[src/rtl/mult_issue_unit_if.sv]
// Multiply issue-unit request/response bus and the M-extension op-code package.
// master = issue/writeback side, slave = mult_issue_unit.
package mult_issue_pkg;
  typedef enum logic [2:0] {
    MUL    = 3'd0,
    MULH   = 3'd1,
    MULHSU = 3'd2,
    MULHU  = 3'd3
  } mult_op_e;
endpackage

interface mult_issue_if #(
  parameter int unsigned TAG_W = 5
);
  import mult_issue_pkg::*;

  logic             req_valid_i;
  logic             req_ready_o;
  mult_op_e         req_op_i;
  logic [31:0]      req_a_i;
  logic [31:0]      req_b_i;
  logic [TAG_W-1:0] req_tag_i;
  logic             resp_valid_o;
  logic             resp_ready_i;
  logic [31:0]      resp_data_o;
  logic [TAG_W-1:0] resp_tag_o;

  modport master (
    output req_valid_i, req_op_i, req_a_i, req_b_i, req_tag_i, resp_ready_i,
    input  req_ready_o, resp_valid_o, resp_data_o, resp_tag_o
  );

  modport slave (
    input  req_valid_i, req_op_i, req_a_i, req_b_i, req_tag_i, resp_ready_i,
    output req_ready_o, resp_valid_o, resp_data_o, resp_tag_o
  );
endinterface

[src/rtl/mult_issue_unit.sv]
// Sequential EX-stage wrapper around the combinational multiplier core (IDLE/CALC/DONE).
// Optional feature macro: MULT_ZERO_BYPASS_EN (zero operand skips CALC, result 0 next cycle).
module multiplier
  import mult_issue_pkg::*;
(
  input  logic        en,
  input  mult_op_e    op,
  input  logic [31:0] a,
  input  logic [31:0] b,
  output logic [63:0] res
);
  logic        a_sgn;
  logic        b_sgn;
  logic [63:0] a_ext;
  logic [63:0] b_ext;

  // Sign-extend per op; the low 64 bits of the product are then exact for every mix.
  always_comb begin
    a_sgn = 1'b0;
    b_sgn = 1'b0;
    case (op)
      MULH:    begin a_sgn = a[31]; b_sgn = b[31]; end
      MULHSU:  a_sgn = a[31];
      default: ;
    endcase
    a_ext = {{32{a_sgn}}, a};
    b_ext = {{32{b_sgn}}, b};
    res   = en ? (a_ext * b_ext) : '0;
  end
endmodule

module mult_issue_unit
  import mult_issue_pkg::*;
#(
  parameter int unsigned CALC_CYCLES = 2,
  parameter int unsigned TAG_W       = 5
) (
  input  logic        clk,
  input  logic        rst_n,
  input  logic        flush_i,
  mult_issue_if.slave bus,
  output logic        busy_o
);
  localparam int unsigned CNT_W = (CALC_CYCLES > 1) ? $clog2(CALC_CYCLES) : 1;

  typedef enum logic [1:0] {IDLE, CALC, DONE} state_e;

  state_e           state_q, state_d;
  logic [CNT_W-1:0] cnt_q, cnt_d;
  mult_op_e         op_q;
  logic [31:0]      a_q;
  logic [31:0]      b_q;
  logic [TAG_W-1:0] tag_q;
  logic [31:0]      resp_data_q;
  logic [TAG_W-1:0] resp_tag_q;
  logic             resp_valid_q;
  logic             busy_q;

  logic             ready_c;
  logic             accept_c;
  logic             zero_c;
  logic             core_en_c;
  logic             res_load_c;
  logic             zero_load_c;
  logic [63:0]      core_res;
  logic [31:0]      res_sel_c;

  assign ready_c  = !flush_i & ((state_q == IDLE) | ((state_q == DONE) & bus.resp_ready_i));
  assign accept_c = bus.req_valid_i & ready_c;

`ifdef MULT_ZERO_BYPASS_EN
  assign zero_c = (bus.req_a_i == 32'd0) | (bus.req_b_i == 32'd0);
`else
  assign zero_c = 1'b0;
`endif

  // Core sees only latched operands so the request bus may change during CALC.
  multiplier u_core (
    .en  (core_en_c),
    .op  (op_q),
    .a   (a_q),
    .b   (b_q),
    .res (core_res)
  );

  // Unknown encodings fall through to the low word.
  assign res_sel_c = ((op_q == MULH) || (op_q == MULHSU) || (op_q == MULHU)) ?
                     core_res[63:32] : core_res[31:0];

  always_comb begin
    state_d     = state_q;
    cnt_d       = cnt_q;
    core_en_c   = 1'b0;
    res_load_c  = 1'b0;
    zero_load_c = 1'b0;
    case (state_q)
      IDLE: ;
      CALC: begin
        core_en_c = 1'b1;
        if (cnt_q == '0) begin
          state_d    = DONE;
          res_load_c = 1'b1;
        end else begin
          cnt_d = cnt_q - CNT_W'(1);
        end
      end
      DONE: if (bus.resp_ready_i) state_d = IDLE;
      default: state_d = IDLE;
    endcase
    if (accept_c) begin
      if (zero_c) begin
        state_d     = DONE;
        zero_load_c = 1'b1;
      end else begin
        state_d = CALC;
        cnt_d   = CNT_W'(CALC_CYCLES - 1);
      end
    end
    // Flush beats every handshake; a presented result is dropped.
    if (flush_i) begin
      state_d    = IDLE;
      res_load_c = 1'b0;
    end
  end

  always_ff @(posedge clk) begin
    if (!rst_n) begin
      state_q      <= IDLE;
      cnt_q        <= '0;
      resp_valid_q <= 1'b0;
      busy_q       <= 1'b0;
    end else begin
      state_q      <= state_d;
      cnt_q        <= cnt_d;
      resp_valid_q <= (state_d == DONE);
      busy_q       <= (state_d != IDLE);
    end
  end

  always_ff @(posedge clk) begin
    if (!rst_n) begin
      op_q        <= MUL;
      a_q         <= '0;
      b_q         <= '0;
      tag_q       <= '0;
      resp_data_q <= '0;
      resp_tag_q  <= '0;
    end else begin
      if (accept_c) begin
        op_q  <= bus.req_op_i;
        a_q   <= bus.req_a_i;
        b_q   <= bus.req_b_i;
        tag_q <= bus.req_tag_i;
      end
      if (res_load_c) begin
        resp_data_q <= res_sel_c;
        resp_tag_q  <= tag_q;
      end else if (zero_load_c) begin
        resp_data_q <= '0;
        resp_tag_q  <= bus.req_tag_i;
      end
    end
  end

  assign bus.req_ready_o  = ready_c;
  assign bus.resp_valid_o = resp_valid_q;
  assign bus.resp_data_o  = resp_data_q;
  assign bus.resp_tag_o   = resp_tag_q;
  assign busy_o           = busy_q;
endmodule

[src/flat_wrapper.sv]
// flat-port wrapper written by rule: the top's interface ports become plain ports
module mult_issue_unit_flat import mult_issue_pkg::*;
#(
  parameter int unsigned CALC_CYCLES = 2,
  parameter int unsigned TAG_W       = 5
)
  (clk, rst_n, flush_i, busy_o, bus_req_valid_i, bus_req_op_i, bus_req_a_i, bus_req_b_i, bus_req_tag_i, bus_resp_ready_i, bus_req_ready_o, bus_resp_valid_o, bus_resp_data_o, bus_resp_tag_o);
  mult_issue_if #(.TAG_W(TAG_W)) bus_i ();
  input  logic clk;
  input  logic rst_n;
  input  logic flush_i;
  output logic busy_o;
  input wire logic [$bits(bus_i.req_valid_i)-1:0] bus_req_valid_i;
  input wire logic [$bits(bus_i.req_op_i)-1:0] bus_req_op_i;
  input wire logic [$bits(bus_i.req_a_i)-1:0] bus_req_a_i;
  input wire logic [$bits(bus_i.req_b_i)-1:0] bus_req_b_i;
  input wire logic [$bits(bus_i.req_tag_i)-1:0] bus_req_tag_i;
  input wire logic [$bits(bus_i.resp_ready_i)-1:0] bus_resp_ready_i;
  output wire logic [$bits(bus_i.req_ready_o)-1:0] bus_req_ready_o;
  output wire logic [$bits(bus_i.resp_valid_o)-1:0] bus_resp_valid_o;
  output wire logic [$bits(bus_i.resp_data_o)-1:0] bus_resp_data_o;
  output wire logic [$bits(bus_i.resp_tag_o)-1:0] bus_resp_tag_o;
  assign bus_i.req_valid_i = bus_req_valid_i;
  assign bus_i.req_op_i = bus_req_op_i;
  assign bus_i.req_a_i = bus_req_a_i;
  assign bus_i.req_b_i = bus_req_b_i;
  assign bus_i.req_tag_i = bus_req_tag_i;
  assign bus_i.resp_ready_i = bus_resp_ready_i;
  assign bus_req_ready_o = bus_i.req_ready_o;
  assign bus_resp_valid_o = bus_i.resp_valid_o;
  assign bus_resp_data_o = bus_i.resp_data_o;
  assign bus_resp_tag_o = bus_i.resp_tag_o;
  mult_issue_unit #(.CALC_CYCLES(CALC_CYCLES), .TAG_W(TAG_W)) u_core (.clk(clk), .rst_n(rst_n), .flush_i(flush_i), .bus(bus_i), .busy_o(busy_o));
endmodule
[config.mk]
export PLATFORM = sky130hd
export DESIGN_NAME = mult_issue_unit_flat
export DESIGN_NICKNAME = d
export VERILOG_FILES = /design/src/rtl/mult_issue_unit_if.sv /design/src/rtl/mult_issue_unit.sv /design/src/flat_wrapper.sv
export SDC_FILE = /design/constraint.sdc
export NUM_CORES = 2
export LEC_CHECK = 0
export ABC_CLOCK_PERIOD_IN_PS = 9100
export CAP_MARGIN = 20
export CELL_PAD_IN_SITES_DETAIL_PLACEMENT = 1
export CELL_PAD_IN_SITES_GLOBAL_PLACEMENT = 2
export CORE_ASPECT_RATIO = 1.25
export CORE_UTILIZATION = 30
export DETAILED_ROUTE_END_ITERATION = 7
export PLACE_DENSITY_LB_ADDON = 0.1
export RECOVER_POWER = 100
export SYNTH_ARGS = -nofsm -noshare
export SYNTH_HDL_FRONTEND = slang
export SYNTH_HIERARCHICAL = 1
export SYNTH_SLANG_ARGS = --single-unit
[constraint.sdc]
create_clock -name clk -period 9.1 [get_ports clk]
set_clock_uncertainty 0.2 [all_clocks]
set_input_delay 1.365 -clock clk [delete_from_list [all_inputs] [get_ports clk]]
set_output_delay 1.365 -clock clk [all_outputs]
set_load 0.05 [all_outputs]
* Word-level counts from Yosys, hierarchy flattened
Index checks and enable logic that the tools add are counted.
Storage, ports and cells: register bits after elaboration 114, input bits 77, output and inout bits 40, word-level logic and storage cells 47
Cells by class: $add $sub $neg 1, $mul 1, equal/unequal tests 6, multiplexer cells 18, bitwise logic cells 4, reductions and logical operators 7
Operators by type and width (count):
- 33-bit by 33-bit multiplier with 64-bit output | 1
- 32-bit two-way mux | 2
- 64-bit two-way mux | 1
- 1-bit two-way mux | 9
- 2-bit two-way mux | 4
- 3-bit by 2-bit equality test with 1-bit output (second input constant) | 2
- 2-bit one-hot mux with 3 select lines | 1
- 5-bit two-way mux | 1
- 2-bit equality test (second input constant) | 2
- 2-bit nonzero test | 2
- 1-bit bitwise AND | 3
- 3-bit by 1-bit equality test with 1-bit output (second input constant) | 1
- 2-bit by 1-bit equality test with 1-bit output (second input constant) | 1
- 2-bit zero test | 1
- 1-bit logical OR | 2
- 2-bit OR reduction | 1
- 1-bit zero test | 1
- 1-bit OR | 1
- 1-bit subtractor (second input constant) | 1

* Logic depth before layout (Yosys ltp)
depth in word-level cells 8, gate-level depth with buffers 33, depth with buffers taken out 31

* Cells and area by module
Netlist, hierarchy kept.
By module, submodules not included:
- multiplier | times used 1, cells an instance 4339, area an instance 38460.6 sq um, sequential area each 0.0 sq um
- mult_issue_unit | times used 1, cells an instance 530, area an instance 4564.4 sq um, sequential area each 2282.2 sq um

* Worst setup path before layout
Ideal clock, no wire load.
path type register -> register, from register u_core.op_q[2], to register u_core.resp_data_q[25] (netlist: u_core/bus.resp_data_o[25]), setup time 0.123 ns, arrival time 8.175 ns, data required time 8.777 ns, path slack 0.603 ns, cell stages (with the launch flop) 30, buffers on the path 2, period minus slack after synthesis 8.497 ns, cells stage by stage dfxtp_1 > clkbuf_1 > nor3b_1 > clkbuf_1 > nand2_1 > fa_1 > fa_1 > inv_1 > fa_1 > inv_1 > fa_1 > inv_1 > fa_1 > fa_1 > fa_1 > inv_1 > fa_1 > inv_1 > ha_1 > a21o_1 > a21o_1 > a21o_1 > a21oi_1 > nor2_1 > a311oi_2 > o21bai_1 > xor2_1 > and2_1 > nand2_1 > a31oi_1
Between the ends: cells in the longest elaborated chain, start to end 7, elaborated cells on any way between the ends 12, classes of those cells 1 x mul; 3 x eq/ne; 5 x mux; 3 x reduce/logical
Ends and longest elaborated chain:
- from (decl) | RTL line mult_issue_unit.sv:50 | mult_op_e op_q;
- from (signal assigned) | RTL line mult_issue_unit.sv:150 | op_q <= bus.req_op_i;
- 3-bit by 2-bit equality test with 1-bit output or 3-bit by 1-bit equality test with 1-bit output (tied branches) | RTL line mult_issue_unit.sv:21 | case (op)
- 2-bit OR reduction (no source line)
- 1-bit two-way mux | RTL line mult_issue_unit.sv:21
- 33-bit by 33-bit multiplier with 64-bit output * | RTL line mult_issue_unit.sv:28 | res = en ? (a_ext * b_ext) : '0;
- 64-bit two-way mux * | RTL line mult_issue_unit.sv:28
- via u_core.core_res[57] | RTL line mult_issue_unit.sv:65 | logic [63:0] core_res;
- 32-bit two-way mux * | RTL line mult_issue_unit.sv:87 | assign res_sel_c = ((op_q == MULH) || (op_q == MULHSU) || (op_q == MULHU)) ?
- 32-bit two-way mux * | RTL line mult_issue_unit.sv:155 | if (res_load_c) begin
- to (signal assigned) | RTL line mult_issue_unit.sv:156 | resp_data_q <= res_sel_c;
- to (decl) | RTL line mult_issue_unit.sv:54 | logic [31:0] resp_data_q;
Mark *: on every way through the listed nets, which the timed path passes. The rest lies on a longest branch. The select of a mux whose other input is x is not followed. A chain may end at the register's enable or synchronous reset.

* Worst setup path after layout
from register u_core.op_q[1], to register u_core.resp_data_q[30] (netlist: u_core/bus.resp_data_o[30])
Same word-level chain as after synthesis.

==> results.rst <==
.. list-table::
   :header-rows: 1

   * - Metric
     - Value
   * - Number of global-route vias before repair
     - 37000
   * - Setup ws final
     - 0.433 ns
   * - Number of antenna violations at the first check in global routing
     - 13
   * - Vias after detailed routing
     - 31400
   * - Fraction of layout cells with a size suffix above 1
     - 0.0435
   * - Number of max-cap violations
     - 2
   * - WL final
     - 152000 um
   * - CTS root buf
     - sky130_fd_sc_hd__clkbuf_16
   * - Status
     - finished, violations left
   * - Seq. cell area
     - 2280 um^2
   * - Buffer levels on the longest clock path
     - 2
   * - Ranking of synthesized cells by area
     - sky130_fd_sc_hd__fa_1 52%, sky130_fd_sc_hd__inv_1 10%, sky130_fd_sc_hd__nand2_1 8.9%
   * - IO Port Bufs
     - 116
   * - Maximum number of pins on one net before global-route repair
     - 74
   * - Maximum clock frequency
     - 0.115 GHz
   * - Layout fillers
     - 16600
   * - Fin crit period
     - 8.67 ns
   * - Total clock buffers created by CTS
     - 17
   * - Area fraction of the dominant cell type after synthesis
     - 0.523
   * - Drt pass-1 iters
     - 5
   * - Final setup violation count
     - 0
   * - Delay contributed by the slowest stage of the critical path
     - 0.78 ns
   * - Estimated wirelength of the detail-placed design
     - 127000 um
   * - Sequential fraction of the synthesis area
     - 0.0530
   * - Vertical extent of the die
     - 425 um
   * - Vias per cell
     - 4.63
   * - Post-synthesis average cell area
     - 8.84 um^2
   * - Place WS
     - 0.254 ns
   * - Total GRT Usage
     - 0.218
   * - Final Hold Fails
     - 0
   * - Worst-Skew Late Latency
     - 0.51 ns
   * - Hold Buf Count CTS
     - 0
   * - Cell types with the highest counts after synthesis
     - 1186 x sky130_fd_sc_hd__inv_1, 1125 x sky130_fd_sc_hd__fa_1, 1018 x sky130_fd_sc_hd__nand2_1
   * - Mapped Nets
     - 6283
   * - Largest fanout of any net on the critical path
     - 9
   * - CTS tree
     - built
   * - Post-detailed-route DRC marker count
     - 0
   * - Critical Path Most Common Cell
     - sky130_fd_sc_hd__fa_1
   * - P_leak
     - 22.0 nW
   * - Core Box Area
     - 143000 um^2
   * - Layout Area Growth over Synthesis
     - 10.9%
   * - CP max stage cell
     - sky130_fd_sc_hd__fa_1
   * - Data arrival time of the worst path
     - 8.89 ns
   * - Placement Cell Area
     - 47100 um^2
   * - Worst slew pin tran
     - 3.27 ns
   * - Post-synth EDFFs
     - 0
   * - Cells after Synth
     - 4869
   * - Ratio of total power to cell area
     - 54.1 nW/um^2
   * - Wire length of the first global-routing pass
     - 232000 um
   * - DRT iter0 DRCs
     - 1128
   * - Clock input transition at the sequential cells of the worst setup and hold paths
     - 0.07 ns
   * - Cell variety after synth
     - 67
   * - Number of rows created at floorplan
     - 155
   * - Area of all placed cells without fillers
     - 47700 um^2
   * - Clk sink count
     - 114
   * - Synthesized flop and latch total
     - 114
   * - Crit path launch type
     - register
   * - Initial Util
     - 0.302
   * - Worst voltage drop across the vdd grid
     - 0.168 mV
   * - Count of synthesis-stage warnings from yosys
     - 6
   * - Kind of capture point of the worst setup path
     - register
   * - Die area
     - 145000 um^2
   * - Fraction of registers with async set or reset after synthesis
     - 0
   * - Final weighted congestion in routability-driven placement
     - 0.841
   * - Routed length per placed instance
     - 22.4 um
   * - Number of slew-limit violations in the final report
     - 127
   * - Critical Path RT
     - 9.33 ns
   * - Detail Route Antenna Nets
     - 0
   * - Cell with the most instances after synthesis
     - sky130_fd_sc_hd__inv_1
   * - H-Tree Depth
     - 4
   * - Horizontal die dimension
     - 341 um
   * - Synth Cell Area
     - 43000 um^2
   * - Global route total overflow
     - 0
   * - Relative max-transition margin
     - -1.18
   * - Cell type with the largest total area after synthesis
     - sky130_fd_sc_hd__fa_1
   * - Violations in the final reports
     - max-capacitance violations, max-slew violations
   * - Multi-input combinational cell area
     - 35200 um^2
   * - Path class of the lowest-slack min-delay path
     - reg2reg
   * - Number of nets in the layout
     - 6300
   * - Critical path class
     - reg2reg
   * - Post-route fraction of the period consumed by the critical path
     - 0.952
   * - Primary flip-flop cell chosen by synthesis mapping
     - sky130_fd_sc_hd__dfxtp_1
   * - Count of boundary I/O pins
     - 117
kinds of logic after synthesis:
group | synth area share
simple gates | 0.162
buf+inv | 0.129
fa+ha+maj | 0.585
compound gates | 0.0381
flops | 0.0530
mux | 0.0184
xor+xnor | 0.0142
state kept, by name (all words and copies together) (netlist names):
register	count
u_core/b_q	32
u_core/a_q	32
u_core/bus.resp_data_o	32
u_core/cnt_q	1
u_core/op_q	3
u_core/bus.resp_tag_o	5
u_core/bus.resp_valid_o	1
u_core/state_q	2
u_core/tag_q	5
u_core/busy_o	1
worst paths after layout:
check | startpoint | to | slack (ns) | cells past startpoint
worst max-delay path | u_core/op_q[1] | u_core/bus.resp_data_o[30] | 0.43 | 29
worst min-delay path | u_core/tag_q[4] | u_core/tag_q[4] | 0.26 | 2
worst max register to register | u_core/op_q[1] | u_core/bus.resp_data_o[30] | 0.43 | 29
worst min register to register | u_core/tag_q[4] | u_core/tag_q[4] | 0.26 | 2
placed cells by master (no fill, tap or decap), types with 19 or more instances in the layout:
cell                                 n
sky130_fd_sc_hd__nand2_1          1018
sky130_fd_sc_hd__xnor2_1            51
sky130_fd_sc_hd__clkdlybuf4s50_1    74
sky130_fd_sc_hd__a31oi_1            40
sky130_fd_sc_hd__ha_1              212
sky130_fd_sc_hd__a21oi_1            75
sky130_fd_sc_hd__o21ai_0            71
sky130_fd_sc_hd__inv_1            1184
sky130_fd_sc_hd__buf_4             118
sky130_fd_sc_hd__mux2i_1            79
sky130_fd_sc_hd__dlygate4sd3_1      41
sky130_fd_sc_hd__fa_1             1121
sky130_fd_sc_hd__dfxtp_1           114
sky130_fd_sc_hd__and2_1            344
sky130_fd_sc_hd__buf_12             37
sky130_fd_sc_hd__nor2b_1            19
sky130_fd_sc_hd__nor2_1             60
sky130_fd_sc_hd__nand4_1            20
stage by stage:
step | TNS, ns | total power [mW] | cells | util | hold slack (ns)
CTS | 0 | 2.66 | 6781 | 0.334 | 0.262
finish | 0 | 2.58 | 6785 | 0.335 | 0.262
floorplan | 0 | 1.30 | 4869 | - | 0.234
global placement | 0 | 1.89 | 6749 | 0.330 | 0.245
global route | -0.0110 | 2.77 | 6783 | 0.335 | 0.285
detailed placement | 0 | 1.90 | 6749 | 0.330 | 0.250
power by group:
| part | switching (mW) | internal [mW] | total, mW |
|---|---|---|---|
| registers | 0.0293 | 0.520 | 0.549 |
| logic | 0.835 | 0.464 | 1.30 |
| clock network | 0.337 | 0.393 | 0.731 |
per-layer routing:
metal,part of all wire,GRT usage,up-vias
met5,0,0,-
met4,0.033,0.0695,0
met3,0.015,0.0169,151
met2,0.57,0.432,342
met1,0.38,0.240,16900
li1,-,-,14000
worst max-delay path: cells and delay by family, from the launching register on:
family          cells  cell delay, ns
compound gates      7            1.72
xor+xnor            2            0.30
fa+ha+maj           9            4.69
buf+inv             6            0.76
flops               1            0.35
simple gates        5            0.54
area by class of cell:
cell class,count,share of cell area
clock buffers,19,0.00950
repair buffers,273,0.0585
clock inverters,13,0.00262
multi-input cells,3294,0.739
flip-flops and latches,114,0.0478
diodes,2,0.000105
well taps,1884,0.0494
inverters,1186,0.0933
what timing repair did:
| action | 4_1_cts | 5_1_grt |
|---|---|---|
| setup endpoints to repair | 0 | 10 |
| gates resized for setup | 0 | 11 |
| buffers inserted | 0 | 2 |
Note: power is estimated with default switching activity, not from simulation.
